<file path="src/rtl/vend_pkg.sv">
// Shared encodings, state type and price table for the vending sequencer.
package vend_pkg;

  localparam logic [1:0] COIN_5  = 2'b01;
  localparam logic [1:0] COIN_10 = 2'b10;

  typedef enum logic [1:0] {
    S_IDLE,
    S_VEND,
    S_CHANGE,
    S_GAP
  } vend_state_e;

  function automatic int item_w(input int n);
    return (n > 1) ? $clog2(n) : 1;
  endfunction

  // Prices in 5-unit credits; unknown items price at 0 but always read as sold out.
  function automatic logic [7:0] price_of(input logic [7:0] item);
    case (item)
      8'd0:    return 8'd3;
      8'd1:    return 8'd4;
      8'd2:    return 8'd5;
      8'd3:    return 8'd2;
      default: return 8'd0;
    endcase
  endfunction

endpackage

</file>
<file path="src/rtl/vend_sequencer_if.sv">
// Coin/selection front end plus dispenser and change-ejector handshakes.
interface vend_if
  import vend_pkg::*;
#(
  parameter int N_ITEMS  = 4,
  parameter int CREDIT_W = 5
);
  localparam int IW = item_w(N_ITEMS);

  logic [1:0]          in;
  logic                sel_valid;
  logic [IW-1:0]       sel_item;
  logic                cancel;
  logic                disp_req;
  logic [IW-1:0]       disp_item;
  logic                disp_ack;
  logic                chg_ready;
  logic                chg_pulse;
  logic [CREDIT_W-1:0] credit;
  logic                vend_done;
  logic                coin_reject;
  logic                sold_out;
  logic                need_more;
  logic                disp_fault;

  modport master (
    output in, sel_valid, sel_item, cancel, disp_ack, chg_ready,
    input  disp_req, disp_item, chg_pulse, credit, vend_done, coin_reject,
           sold_out, need_more, disp_fault
  );

  modport slave (
    input  in, sel_valid, sel_item, cancel, disp_ack, chg_ready,
    output disp_req, disp_item, chg_pulse, credit, vend_done, coin_reject,
           sold_out, need_more, disp_fault
  );

endinterface

</file>
<file path="src/rtl/vend_stock_bank.sv">
// Per-item stock counters; address space is padded to a power of two with empty slots.
module vend_stock_bank
  import vend_pkg::*;
#(
  parameter int N_ITEMS    = 4,
  parameter int STOCK_W    = 4,
  parameter int STOCK_INIT = 8,
  parameter int IW         = item_w(N_ITEMS)
) (
  input  logic               clk,
  input  logic               rst,
  input  logic [IW-1:0]      rd_item,
  output logic [STOCK_W-1:0] rd_stock,
  input  logic               dec,
  input  logic               inc,
  input  logic [IW-1:0]      inc_item
);
  localparam int NS = 1 << IW;

  logic [NS-1:0][STOCK_W-1:0] stock;

  for (genvar i = 0; i < NS; i++) begin : g_slot
    if (i < N_ITEMS) begin : g_real
      logic [STOCK_W-1:0] cnt;
      always_ff @(posedge clk) begin
        if (rst)
          cnt <= STOCK_W'(STOCK_INIT);
        else if (dec && rd_item == IW'(i) && cnt != '0)
          cnt <= cnt - STOCK_W'(1);
        else if (inc && inc_item == IW'(i) && cnt != '1)
          cnt <= cnt + STOCK_W'(1);
      end
      assign stock[i] = cnt;
    end else begin : g_empty
      assign stock[i] = '0;
    end
  end

  assign rd_stock = stock[rd_item];

endmodule

</file>
<file path="src/rtl/vend_sequencer.sv">
// Credit-based vending scheduler: accept coins, vend via req/ack, then pay change one coin at a time.
module vend_sequencer
  import vend_pkg::*;
#(
  parameter int N_ITEMS      = 4,
  parameter int CREDIT_W     = 5,
  parameter int CREDIT_MAX   = 20,
  parameter int STOCK_W      = 4,
  parameter int STOCK_INIT   = 8,
  parameter int DISP_TIMEOUT = 64
) (
  input logic clk,
  input logic rst,
  vend_if.slave bus
);
  localparam int IW = item_w(N_ITEMS);
  localparam int TW = $clog2(DISP_TIMEOUT + 1);

  vend_state_e         state;
  logic [CREDIT_W-1:0] credit_q;
  logic [IW-1:0]       item_q;
  logic [TW-1:0]       tcnt;
  logic [STOCK_W-1:0]  rd_stock;
  logic [1:0]          coin_add;
  logic [CREDIT_W:0]   coin_sum;
  logic                coin_fit, sel_ok, fault;
  logic [CREDIT_W-1:0] sel_price, item_price;

  always_comb begin
    coin_add = 2'd0;
    case (bus.in)
      COIN_5:  coin_add = 2'd1;
      COIN_10: coin_add = 2'd2;
      default: coin_add = 2'd0;
    endcase
  end

  assign coin_sum   = {1'b0, credit_q} + (CREDIT_W+1)'(coin_add);
  assign coin_fit   = (coin_add != 2'd0) && (coin_sum <= (CREDIT_W+1)'(CREDIT_MAX));
  assign sel_price  = CREDIT_W'(price_of(8'(bus.sel_item)));
  assign item_price = CREDIT_W'(price_of(8'(item_q)));
  // Selection is judged on start-of-cycle credit; cancel always shadows it.
  assign sel_ok = (state == S_IDLE) && !bus.cancel && bus.sel_valid &&
                  (rd_stock != '0) && (credit_q >= sel_price);
  // Ack in the expiry cycle wins, so the fault only fires without ack.
  assign fault  = (state == S_VEND) && !bus.disp_ack && (tcnt == TW'(DISP_TIMEOUT - 1));

  vend_stock_bank #(
    .N_ITEMS(N_ITEMS), .STOCK_W(STOCK_W), .STOCK_INIT(STOCK_INIT)
  ) u_stock (
    .clk(clk), .rst(rst),
    .rd_item(bus.sel_item), .rd_stock(rd_stock),
    .dec(sel_ok), .inc(fault), .inc_item(item_q)
  );

  always_ff @(posedge clk) begin
    if (rst) begin
      state           <= S_IDLE;
      credit_q        <= '0;
      item_q          <= '0;
      tcnt            <= '0;
      bus.disp_req    <= 1'b0;
      bus.chg_pulse   <= 1'b0;
      bus.vend_done   <= 1'b0;
      bus.coin_reject <= 1'b0;
      bus.sold_out    <= 1'b0;
      bus.need_more   <= 1'b0;
      bus.disp_fault  <= 1'b0;
    end else begin
      bus.chg_pulse   <= 1'b0;
      bus.vend_done   <= 1'b0;
      bus.sold_out    <= 1'b0;
      bus.need_more   <= 1'b0;
      bus.disp_fault  <= 1'b0;
      bus.coin_reject <= (coin_add != 2'd0) && ((state != S_IDLE) || !coin_fit);
      case (state)
        S_IDLE: begin
          credit_q <= credit_q + (coin_fit ? CREDIT_W'(coin_add) : '0)
                               - (sel_ok ? sel_price : '0);
          if (bus.cancel) begin
            if (credit_q != '0) state <= S_CHANGE;
          end else if (bus.sel_valid) begin
            if (rd_stock == '0)
              bus.sold_out <= 1'b1;
            else if (credit_q < sel_price)
              bus.need_more <= 1'b1;
            else begin
              state        <= S_VEND;
              item_q       <= bus.sel_item;
              tcnt         <= '0;
              bus.disp_req <= 1'b1;
            end
          end
        end
        S_VEND: begin
          if (bus.disp_ack) begin
            bus.disp_req  <= 1'b0;
            bus.vend_done <= 1'b1;
            state         <= (credit_q != '0) ? S_CHANGE : S_IDLE;
          end else if (fault) begin
            bus.disp_req   <= 1'b0;
            bus.disp_fault <= 1'b1;
            credit_q       <= credit_q + item_price;
            state          <= S_CHANGE;
          end else begin
            tcnt <= tcnt + TW'(1);
          end
        end
        S_CHANGE: begin
          if (credit_q == '0)
            state <= S_IDLE;
          else if (bus.chg_ready) begin
            bus.chg_pulse <= 1'b1;
            credit_q      <= credit_q - CREDIT_W'(1);
            state         <= S_GAP;
          end
        end
        S_GAP:   state <= S_CHANGE;
        default: state <= S_IDLE;
      endcase
    end
  end

  assign bus.disp_item = item_q;
  assign bus.credit    = credit_q;

endmodule

</file>
<file path="src/flat_wrapper.sv">
// flat-port wrapper written by rule: the top's interface ports become plain ports
module vend_sequencer_flat import vend_pkg::*;
#(
  parameter int N_ITEMS      = 4,
  parameter int CREDIT_W     = 5,
  parameter int CREDIT_MAX   = 20,
  parameter int STOCK_W      = 4,
  parameter int STOCK_INIT   = 8,
  parameter int DISP_TIMEOUT = 64
)
  (clk, rst, bus_in, bus_sel_valid, bus_sel_item, bus_cancel, bus_disp_ack, bus_chg_ready, bus_disp_req, bus_disp_item, bus_chg_pulse, bus_credit, bus_vend_done, bus_coin_reject, bus_sold_out, bus_need_more, bus_disp_fault);
  vend_if #(.N_ITEMS(N_ITEMS), .CREDIT_W(CREDIT_W)) bus_i ();
  input logic clk;
  input logic rst;
  input wire logic [$bits(bus_i.in)-1:0] bus_in;
  input wire logic [$bits(bus_i.sel_valid)-1:0] bus_sel_valid;
  input wire logic [$bits(bus_i.sel_item)-1:0] bus_sel_item;
  input wire logic [$bits(bus_i.cancel)-1:0] bus_cancel;
  input wire logic [$bits(bus_i.disp_ack)-1:0] bus_disp_ack;
  input wire logic [$bits(bus_i.chg_ready)-1:0] bus_chg_ready;
  output wire logic [$bits(bus_i.disp_req)-1:0] bus_disp_req;
  output wire logic [$bits(bus_i.disp_item)-1:0] bus_disp_item;
  output wire logic [$bits(bus_i.chg_pulse)-1:0] bus_chg_pulse;
  output wire logic [$bits(bus_i.credit)-1:0] bus_credit;
  output wire logic [$bits(bus_i.vend_done)-1:0] bus_vend_done;
  output wire logic [$bits(bus_i.coin_reject)-1:0] bus_coin_reject;
  output wire logic [$bits(bus_i.sold_out)-1:0] bus_sold_out;
  output wire logic [$bits(bus_i.need_more)-1:0] bus_need_more;
  output wire logic [$bits(bus_i.disp_fault)-1:0] bus_disp_fault;
  assign bus_i.in = bus_in;
  assign bus_i.sel_valid = bus_sel_valid;
  assign bus_i.sel_item = bus_sel_item;
  assign bus_i.cancel = bus_cancel;
  assign bus_i.disp_ack = bus_disp_ack;
  assign bus_i.chg_ready = bus_chg_ready;
  assign bus_disp_req = bus_i.disp_req;
  assign bus_disp_item = bus_i.disp_item;
  assign bus_chg_pulse = bus_i.chg_pulse;
  assign bus_credit = bus_i.credit;
  assign bus_vend_done = bus_i.vend_done;
  assign bus_coin_reject = bus_i.coin_reject;
  assign bus_sold_out = bus_i.sold_out;
  assign bus_need_more = bus_i.need_more;
  assign bus_disp_fault = bus_i.disp_fault;
  vend_sequencer #(.N_ITEMS(N_ITEMS), .CREDIT_W(CREDIT_W), .CREDIT_MAX(CREDIT_MAX), .STOCK_W(STOCK_W), .STOCK_INIT(STOCK_INIT), .DISP_TIMEOUT(DISP_TIMEOUT)) u_core (.clk(clk), .rst(rst), .bus(bus_i));
endmodule
</file>
<file path="config.mk">
export PLATFORM = sky130hd
export DESIGN_NAME = vend_sequencer_flat
export DESIGN_NICKNAME = d
export VERILOG_FILES = /design/src/rtl/vend_pkg.sv /design/src/rtl/vend_sequencer_if.sv /design/src/rtl/vend_stock_bank.sv /design/src/rtl/vend_sequencer.sv /design/src/flat_wrapper.sv
export SDC_FILE = /design/constraint.sdc
export NUM_CORES = 1
export LEC_CHECK = 0
export ABC_AREA = 1
export BUFFER_PORTS_ARGS = -buffer_cell sky130_fd_sc_hd__buf_2
export CORE_UTILIZATION = 50
export DETAILED_ROUTE_END_ITERATION = 8
export PLACE_DENSITY_LB_ADDON = 0.15
export SLEW_MARGIN = 20
export SYNTH_ARGS = -nofsm -noshare
export SYNTH_HDL_FRONTEND = slang
export SYNTH_SLANG_ARGS = --single-unit
export TNS_END_PERCENT = 100
</file>
<file path="constraint.sdc">
create_clock -name clk -period 4.4 [get_ports clk]
set_input_delay 0.44 -clock clk [delete_from_list [all_inputs] [get_ports clk]]
set_output_delay 0.44 -clock clk [all_outputs]
set_load 0.005 [all_outputs]
</file>
==> flow_summary.json, run 1 <==
{
  "nNetsFinal": 541,
  "post_cts_resized": 0,
  "status": "finished clean",
  "start_util_pct": 53.3,
  "grt_pass1_wl_um": 11700,
  "ys.warnings.count": 0,
  "rr_worst_depth": 17,
  "rows": 28,
  "regArea_um2": 781,
  "dp_hpwl_um": 5290,
  "h-tree-depth": 2,
  "cap_violations": 0,
  "hold_path_class": "in2reg",
  "multi_input_comb_area_um2": 2170,
  "cts_buffers": 5,
  "synth_area_per_cell_um2": 7.08,
  "fill_cells": 594,
  "post-route-period-util_pct": 85.0,
  "antenna_left": 0,
  "cts.clk_slew.worst_paths_ns": 0.08,
  "gp_congestion": 0.841,
  "numPortBuffers": 23,
  "io_pins": 24,
  "insertedDiodeCount": 0,
  "max-vdd-ir-drop_mv": 0.247,
  "worst_setup_path_end_kind": "flop",
  "die_h_um": 82.4,
  "tns_ns": 0,
  "first_iter_violations": 116,
  "die_x_um": 82.4,
  "seq_area_frac_synth_pct": 24.2,
  "skew_ns": 0.00456,
  "leakage_nw": 1.78,
  "grt_pass1_vias": 2666,
  "syn_inst": 456,
  "fp.coreArea_um2": 6060,
  "grt_max_degree": 23,
  "tightest_slew_ns": 0.668,
  "clk_latency_ns": 0.30,
  "regToRegStartpoint": "u_core.bus.credit[1]",
  "cts_tree": "done",
  "syn-num-nets": 516,
  "synth_seq_cells": 39,
  "rsz0062_at_grt": "false",
  "die_area_um2": 6790,
  "synth_cell_types": 33,
  "setup_viol": 0,
  "timing.rr.end": "u_core.bus.credit[4]",
  "power_density_nw_per_um2": 453,
  "rrSetupSlack_ns": 0.66,
  "hp-start": "bus_chg_ready",
  "finalCriticalPeriod_ns": 3.74,
  "antenna_found_initial": 0,
  "drive_gt1_share_pct": 12.2,
  "wl_per_cell_um": 12.2,
  "wirelength_um": 6810,
  "whs_ns": 0.395,
  "cp.arrival_ns": 3.94,
  "track_usage_pct": 22.4,
  "drc": 0,
  "cts.path.max_buffers": 2,
  "final-hold-violation-count": 0,
  "slew_violations": 0,
  "slew_headroom_pct": 55.4,
  "cts_sinks": 39,
  "syn_area_um2": 3230,
  "path_class": "reg2reg",
  "first_pass_iters": 4,
  "cts_setup_buffers": 0,
  "cp_max_fo": 6,
  "critPathRequiredTime_ns": 4.60,
  "cp-start-kind": "flop",
  "clock-root-buffer": "clkbuf_8",
  "cp-startpoint": "u_core.bus.credit[1]",
  "max_freq_mhz": 267,
  "area_delta_synth_final_pct": 9.26,
  "cts_hold_buffers": 0,
  "endpoint": "u_core.bus.credit[4]",
  "vias": 2861,
  "routed_via_density": 5.14,
  "gr-total-overflow": 0,
  "hold_depth": 3
}
==> state kept, by name, summed over array words and instances (netlist names) <==
signal,count
u_core.bus.coin_reject,1
u_core.bus.need_more,1
u_core.bus.vend_done,1
u_core.bus.chg_pulse,1
u_core.state,2
u_core.bus.credit,5
u_core.u_stock.g_slot.g_real.cnt,16
u_core.bus.disp_req,1
u_core.bus.disp_item,2
u_core.bus.disp_fault,1
u_core.tcnt,7
u_core.bus.sold_out,1
==> area by class of cell <==
class	count	area share (%)
Sequential cell	39	22.1
Inverter	68	7.23
Timing Repair Buffer	23	3.26
Tap cell	75	2.66
Clock inverter	3	1.24
Clock buffer	5	1.95
Multi-Input combinational cell	344	61.5
==> how the worst min path moves through the flow <==
stage | endpoint | slack, ns
2_1_floorplan | u_core.tcnt[6] | 0.45
3_3_place_gp | u_core.bus.disp_req | 0.45
3_5_place_dp | u_core.bus.disp_req | 0.45
4_1_cts | u_core.bus.chg_pulse | 0.38
5_1_grt | u_core.bus.chg_pulse | 0.42
6_report | u_core.bus.chg_pulse | 0.39
==> kinds of logic (layout without fill, tap and decap cells) <==
group | Yosys count | count (layout) | synth area share [%]
and+or+nand+nor | 217 | 217 | 31.6
AOI/OAI and AO/OA | 66 | 66 | 11.4
buffers and inverters | 73 | 99 | 8.60
DFF | 39 | 39 | 24.2
adders and majority gates | 50 | 50 | 21.2
xor gates and xnor gates | 11 | 11 | 2.98
==> where the power goes <==
part	switching, mW	total [mW]	leakage (nW)	internal [mW]
logic	0.526	0.842	1.41	0.316
clock network	0.142	0.311	0.0581	0.169
registers	0.0484	0.447	0.317	0.399
==> critical path: stages, from the launching register on <==
cell and delay [ns]:
dfxtp_1 0.47, inv_1 0.21, fa_1 0.57, nand2_1 0.05, o21ai_0 0.07, a21oi_1 0.06
a21o_1 0.15, o21ai_0 0.25, nand3_1 0.18, fa_1 0.51, fa_1 0.45, inv_1 0.06
nand2_1 0.06, nand2_1 0.06, a21o_1 0.11, xor2_1 0.13, o21ai_0 0.08, o21a_1 0.17
==> stage by stage <==
stage	cell area [um2]	power, mW	util (%)	setup slack (ns)	std cells
after global routing	3530	1.77	58.2	0.328	557
after CTS	3530	1.61	58.2	0.660	557
after floorplan	3230	1.10	-	0.842	456
after detailed placement	3420	1.29	56.4	0.412	549
final	3530	1.60	58.2	0.658	557
after global placement	3420	1.28	56.4	0.509	549
==> synth_stat cells <==
cell      instances  area (um2)
xnor2_1           4        35.0
a211oi_1          3        22.5
o21ai_2           2        17.5
o21bai_1          2        15.0
nor2_2            1        6.26
ha_1             42         526
xor2_1            7        61.3
dfxtp_1          39         781
nor2_4            3        33.8
o21ai_0          25         125
nand3b_1          1        7.51
inv_2             6        22.5
a21boi_0          1        7.51
inv_1            62         233
nand2_4           3        33.8
and3_1            1        6.26
nand3_1          38         190
nand2_1          74         278
nand2_2           8        50.1
a21o_1            2        15.0
or2_2             1        6.26
nor2_8            1        20.0
clkbuf_1          4        15.0
nand4_2           2        25.0
and2_1            3        18.8
nor2_1           62         233
nor3_1            7        35.0
nand4_1          11        68.8
nand3_2           1        10.0
a21oi_1          27         135
o21a_1            4        30.0
fa_1              8         160
buf_4             1        7.51
==> layout by cell type, fill, tap and decap left out, types with 4 or more instances in the layout <==
master and count:
nor2_1 62, o21ai_0 25, buf_2 23, xor2_1 7, nand4_1 11, nand3_1 38
ha_1 42, nand2_1 74, o21a_1 4, xnor2_1 4, fa_1 8, a21oi_1 27
nand2_2 8, dfxtp_1 39, inv_2 6, nor3_1 7, clkbuf_8 5, inv_1 62
==> layer usage <==
layer,global-route usage [%],vias up,wire [um]
li1,-,1526,-
met1,28.6,1290,3390
met2,38.3,36,3130
met3,3.74,9,198
met4,6.67,0,88
met5,0,-,0
Power figures use the tool's default switching activity.
==> inputs of run 2 (changes only) <==
BUFFER_PORTS_ARGS = not set   (was -buffer_cell sky130_fd_sc_hd__buf_2)
CELL_PAD_IN_SITES_DETAIL_PLACEMENT = 1   (was not set)
CELL_PAD_IN_SITES_GLOBAL_PLACEMENT = 1   (was not set)
CORE_UTILIZATION = 47   (was 50)
DONT_BUFFER_PORTS = 1   (was not set)
==> run 2 against run 1 <==
Compared with the run above:
- the run now ends with DRC left
- power is 5.3% higher
- cell count shrank 3.6%
- maximum frequency rose by 1.1%
- sequential share of layout area up 0.52 points
- utilization decreased by 5.1 points
- global-route usage rose by 2.4 points
- die area up 6.2%
- clock-buffer cell count did not move
- clock power grew 19%
- critical path type unchanged
==> flow_summary.json, run 2 (synthesis gave the netlist of run 1 again) <==
{
  "setup_viol": 0,
  "wl_per_cell_um": 15.2,
  "numPortBuffers": 0,
  "place_area_um2": 3310,
  "start_util_pct": 49.7,
  "gp_congestion": 0.821,
  "slew_violations": 0,
  "area_delta_synth_final_pct": 6.74,
  "violations": "DRC",
  "rows": 29,
  "placedCellCount": 529,
  "io_pins": 24,
  "hold_path_class": "in2reg",
  "rrSetupSlack_ns": 0.70,
  "grt_max_degree": 23,
  "grt_pass1_vias": 3154,
  "die_h_um": 84.9,
  "finalCriticalPeriod_ns": 3.70,
  "critPathRequiredTime_ns": 4.60,
  "cp.arrival_ns": 3.90,
  "routed_via_density": 5.42,
  "grt_pass1_wl_um": 14400,
  "cts_setup_buffers": 0,
  "antenna_left": 0,
  "clk_latency_ns": 0.30,
  "cap_violations": 0,
  "track_usage_pct": 24.8,
  "path_class": "reg2reg",
  "regArea_um2": 781,
  "max_freq_mhz": 270,
  "gr-total-overflow": 0,
  "cts.clk_slew.worst_paths_ns": 0.09,
  "first_pass_iters": 6,
  "tns_ns": 0,
  "cts_tree": "done",
  "max-vdd-ir-drop_mv": 0.298,
  "status": "complete, but fails checks",
  "h-tree-depth": 2,
  "post_cts_resized": 0,
  "mostFrequentLayoutCell": "nand2_1",
  "cts.path.max_buffers": 2,
  "cp-start-kind": "flop",
  "drive_gt1_share_pct": 8.04,
  "power_density_nw_per_um2": 488,
  "tightest_slew_ns": 0.733,
  "largest_reg_flops": 16,
  "die_x_um": 84.9,
  "antenna_found_initial": 0,
  "regMostFlops": "u_core.u_stock.g_slot.g_real.cnt",
  "whs_ns": 0.199,
  "final_cell_mix": "nand2_1 (74), inv_1 (62), nor2_1 (62), ha_1 (42), dfxtp_1 (39)",
  "cts_sinks": 39,
  "fill_cells": 850,
  "slew_headroom_pct": 51.1,
  "cts_hold_buffers": 0,
  "insertedDiodeCount": 0,
  "worst_setup_path_end_kind": "flop",
  "first_iter_violations": 71,
  "clock-root-buffer": "clkbuf_8",
  "drc": 1,
  "post-route-period-util_pct": 84.1,
  "wirelength_um": 8160,
  "skew_ns": 0.0114,
  "fp.coreArea_um2": 6490,
  "dp_hpwl_um": 6290,
  "final-hold-violation-count": 0,
  "final_cell_area_um2": 3450,
  "rsz0062_at_grt": "false",
  "final_cells": 537,
  "leakage_nw": 1.68,
  "multi_input_comb_area_um2": 2170,
  "die_area_um2": 7210,
  "cp_max_fo": 3,
  "cts_buffers": 5,
  "nNetsFinal": 519,
  "vias": 2911
}
## run 2: path summary, 6_finish.rpt
path,startpoint,to,depth (start not counted)
setup / recovery,u_core.bus.credit[0],u_core.bus.credit[4],18
hold / removal,rst,u_core.tcnt[0],1
setup reg to reg,u_core.bus.credit[0],u_core.bus.credit[4],18
hold reg to reg,u_core.tcnt[6],u_core.tcnt[6],2
## run 2: area by class of cell
type,count,share of cell area (%)
Sequential cell,39,22.6
Clock inverter,3,1.96
Inverter,68,7.40
Tap cell,77,2.79
Timing Repair Buffer,1,0.218
Clock buffer,5,2.00
Multi-Input combinational cell,344,63.0
## run 2: layer usage
layer,up-vias,part of all wire (%),track usage (%)
met3,11,1.9,3.31
li1,1480,-,-
met4,0,1.6,6.63
met1,1396,46,30.7
met5,-,0,0
met2,24,50,45.3
## run 2: worst max-delay path, cell delays in order, from the launching register on
cell,delay (ns)
dfxtp_1,0.40
ha_1,0.19
inv_1,0.06
fa_1,0.49
nand2_1,0.05
o21ai_0,0.08
a21oi_1,0.06
a21o_1,0.15
o21ai_0,0.28
nand3_1,0.17
fa_1,0.51
fa_1,0.45
inv_1,0.07
nand2_1,0.06
nand2_1,0.06
a21o_1,0.11
xor2_1,0.14
o21ai_0,0.09
o21a_1,0.17
## run 2: metrics by stage
step,setup WS (ns),power (mW),utilization [%]
after floorplan,0.842,1.10,-
after global placement,0.617,1.27,51.0
after detailed placement,0.513,1.31,51.0
after CTS,0.709,1.70,53.1
after global routing,0.415,1.85,53.1
final,0.698,1.68,53.1
## run 2: report_power, final
group / leakage, nW / internal (mW) / switching [mW]
Clock: 0.0644 / 0.226 / 0.143
Combinational: 1.30 / 0.308 / 0.557
Sequential: 0.317 / 0.399 / 0.0521
==> inputs of run 3 (changes only) <==
ABC_AREA = 0   (was 1)
CORE_UTILIZATION = 49   (was 47)
clock period = 3.8 ns   (was 4.4 ns; I/O delays follow)
==> run 3 against run 2 <==
Compared with the run above:
- the flow now finishes without violations
- synthesized cell count fell by 22%
- first-iteration DRC count decreased by 27%
- hold slack got worse by 0.059 ns
- register-to-register slack worse by 0.63 ns
- non-clock buffer count rose by 17
- die area decreased by 5.8%
- sequential power is 14% higher
- global-route usage is 0.54 points lower
- critical endpoint is now u_core.bus.credit[3]
- largest cell class unchanged
- highest routed layer unchanged
==> flow_summary.json, run 3 <==
{
  "gp_congestion": 0.814,
  "ys.warnings.count": 0,
  "cts_sinks": 39,
  "synth_cell_types": 48,
  "track_usage_pct": 24.3,
  "regArea_um2": 782,
  "synth.area.top_cells": "dfxtp_1 (25%), ha_1 (17%), mux2i_1 (5.4%)",
  "yosysTopAreaCell": "dfxtp_1",
  "gr-total-overflow": 0,
  "grt_pass1_vias": 2687,
  "first_pass_iters": 4,
  "critPathTopFamily": "compound AO/OA/AOI/OAI gates",
  "power_density_nw_per_um2": 559,
  "leakage_nw": 1.52,
  "final-hold-violation-count": 0,
  "max_freq_mhz": 268,
  "start_util_pct": 52.0,
  "synthFlopType": "dfxtp_1",
  "worst_setup_path_end_kind": "flop",
  "antenna_found_initial": 0,
  "cts_tree": "done",
  "routed_via_density": 5.68,
  "vias": 2556,
  "status": "finished clean",
  "clock-root-buffer": "clkbuf_8",
  "async_flop_share_pct": 0,
  "synth_area_per_cell_um2": 8.88,
  "drc": 0,
  "largest_reg_flops": 16,
  "clk_latency_ns": 0.30,
  "syn-num-nets": 417,
  "slowest_delay_ns": 0.49,
  "slew_violations": 0,
  "final_cells": 450,
  "path_class": "reg2reg",
  "wl_per_cell_um": 17.0,
  "crit_chain": "buf_4, inv_1, ha_1, nand3b_1, and3_4, a2111oi_4, buf_4, and2_1, fa_2, inv_1, ha_1, a21o_1, a21oi_2, xor2_1, nor2_1, a21oi_1, a211oi_1",
  "die_h_um": 82.4,
  "critPathRequiredTime_ns": 3.95,
  "dp_hpwl_um": 5950,
  "place_area_um2": 3330,
  "grt_pass1_wl_um": 12400,
  "cts_hold_buffers": 0,
  "synth_commonest_cells": "ha_1 (42), inv_1 (42), dfxtp_1 (39)",
  "cts.path.max_buffers": 2,
  "hold_path_class": "in2reg",
  "synth_seq_cells": 39,
  "synth_top_area_share_pct": 24.6,
  "die_area_um2": 6790,
  "synth_edf_count": 0,
  "cp-start-kind": "flop",
  "placedCellCount": 437,
  "rows": 28,
  "setup_viol": 0,
  "seq_area_frac_synth_pct": 24.6,
  "multi_input_comb_area_um2": 2240,
  "die_x_um": 82.4,
  "syn_area_um2": 3170,
  "cp_num_buf_inv": 4,
  "tightest_slew_ns": 0.997,
  "slew_headroom_pct": 32.9,
  "grt_max_degree": 36,
  "cts_buffers": 5,
  "syn_inst": 357,
  "final_cell_mix": "inv_1 (41), ha_1 (41), dfxtp_1 (38), nor2_1 (33)",
  "finalCriticalPeriod_ns": 3.73,
  "regMostFlops": "u_core.u_stock.g_slot.g_real.cnt",
  "nNetsFinal": 434,
  "cp_max_fo": 4,
  "final_cell_area_um2": 3500,
  "fp.coreArea_um2": 6100,
  "critPathSlowestCell": "fa_2",
  "max-vdd-ir-drop_mv": 0.369,
  "fill_cells": 731,
  "power_mw": 1.96,
  "h-tree-depth": 2,
  "cap_violations": 0,
  "antenna_left": 0,
  "post-route-period-util_pct": 98.1,
  "numPortBuffers": 0,
  "insertedDiodeCount": 0,
  "area_delta_synth_final_pct": 10.4,
  "wirelength_um": 7640,
  "io_pins": 24,
  "drive_gt1_share_pct": 14.4,
  "first_iter_violations": 52,
  "cts.clk_slew.worst_paths_ns": 0.08,
  "cp.arrival_ns": 3.88,
  "skew_ns": 0.0133
}
==> run 3: cell count changes after synthesis, sizes merged, moves of 6 or more <==
| cell | change |
|---|---|
| nand2 | -73 |
| nor2 | -34 |
| nand3 | -32 |
| inv | -26 |
| nor2b | +19 |
| o21ai | -19 |
| mux2i | +17 |
| xnor2 | +14 |
| a21oi | -11 |
| and3 | +9 |
| a211oi | +7 |
| a21o | +6 |
| nand4 | -6 |
==> run 3: layout make-up <==
| class | count | area share, % |
|---|---|---|
| multi-input combinational | 268 | 64.1 |
| sequential | 39 | 22.3 |
| inverter | 42 | 4.50 |
| timing repair buffer | 18 | 3.97 |
| tap | 75 | 2.68 |
| clock buffer | 6 | 2.07 |
| clock inverter | 2 | 0.358 |
==> run 3: path summary, 6_finish.rpt <==
kind / endpoint / slack, ns / cells after the start / startpoint
max reg2reg: u_core.bus.credit[3] / 0.07 / 17 / u_core.bus.credit[0]
min: u_core.u_stock.g_slot[0].g_real.cnt[1] / 0.14 / 1 / rst
min reg2reg: u_core.tcnt[6] / 0.51 / 2 / u_core.tcnt[6]
max: u_core.bus.credit[3] / 0.07 / 17 / u_core.bus.credit[0]
==> run 3: cells by family after synthesis <==
logic type      count (synthesis)  share of synthesized area [%]
fa+ha+maj                      50                           21.6
compound gates                 67                           16.7
xor+xnor                       21                           5.80
flops                          39                           24.6
buf+inv                        50                           6.20
mux                            17                           5.37
simple gates                  113                           19.7
==> run 3: power by group <==
part / total [mW] / internal [mW] / switching (mW)
clock: 0.286 / 0.128 / 0.157
combinational: 1.16 / 0.514 / 0.643
sequential: 0.514 / 0.466 / 0.0478
total: 1.96 / 1.11 / 0.848
==> run 3: timing repair <==
item,4_1_cts,5_1_grt
setup buffers,0,5
pin swaps,0,4
setup endpoints to repair,1,3
gates resized for setup,2,11
hold endpoints to repair,0,0
==> run 3: routing by layer <==
metal | routed length [um] | GRT usage [%]
met2 | 3850 | 44.0
met4 | 125 | 7.37
met5 | 0 | 0
met1 | 3370 | 28.2
met3 | 296 | 5.49
==> run 3: metrics by stage <==
step	worst slack [ns]	setup TNS (ns)	util, %	hold slack (ns)
after CTS	0.00456	0	56.2	0.133
final	0.0718	0	57.4	0.140
after global placement	-0.0392	-0.0392	54.7	0.449
after floorplan	0.0661	0	-	0.476
after detailed placement	-0.285	-0.403	54.7	0.450
after global routing	-0.0568	-0.0568	57.4	0.121
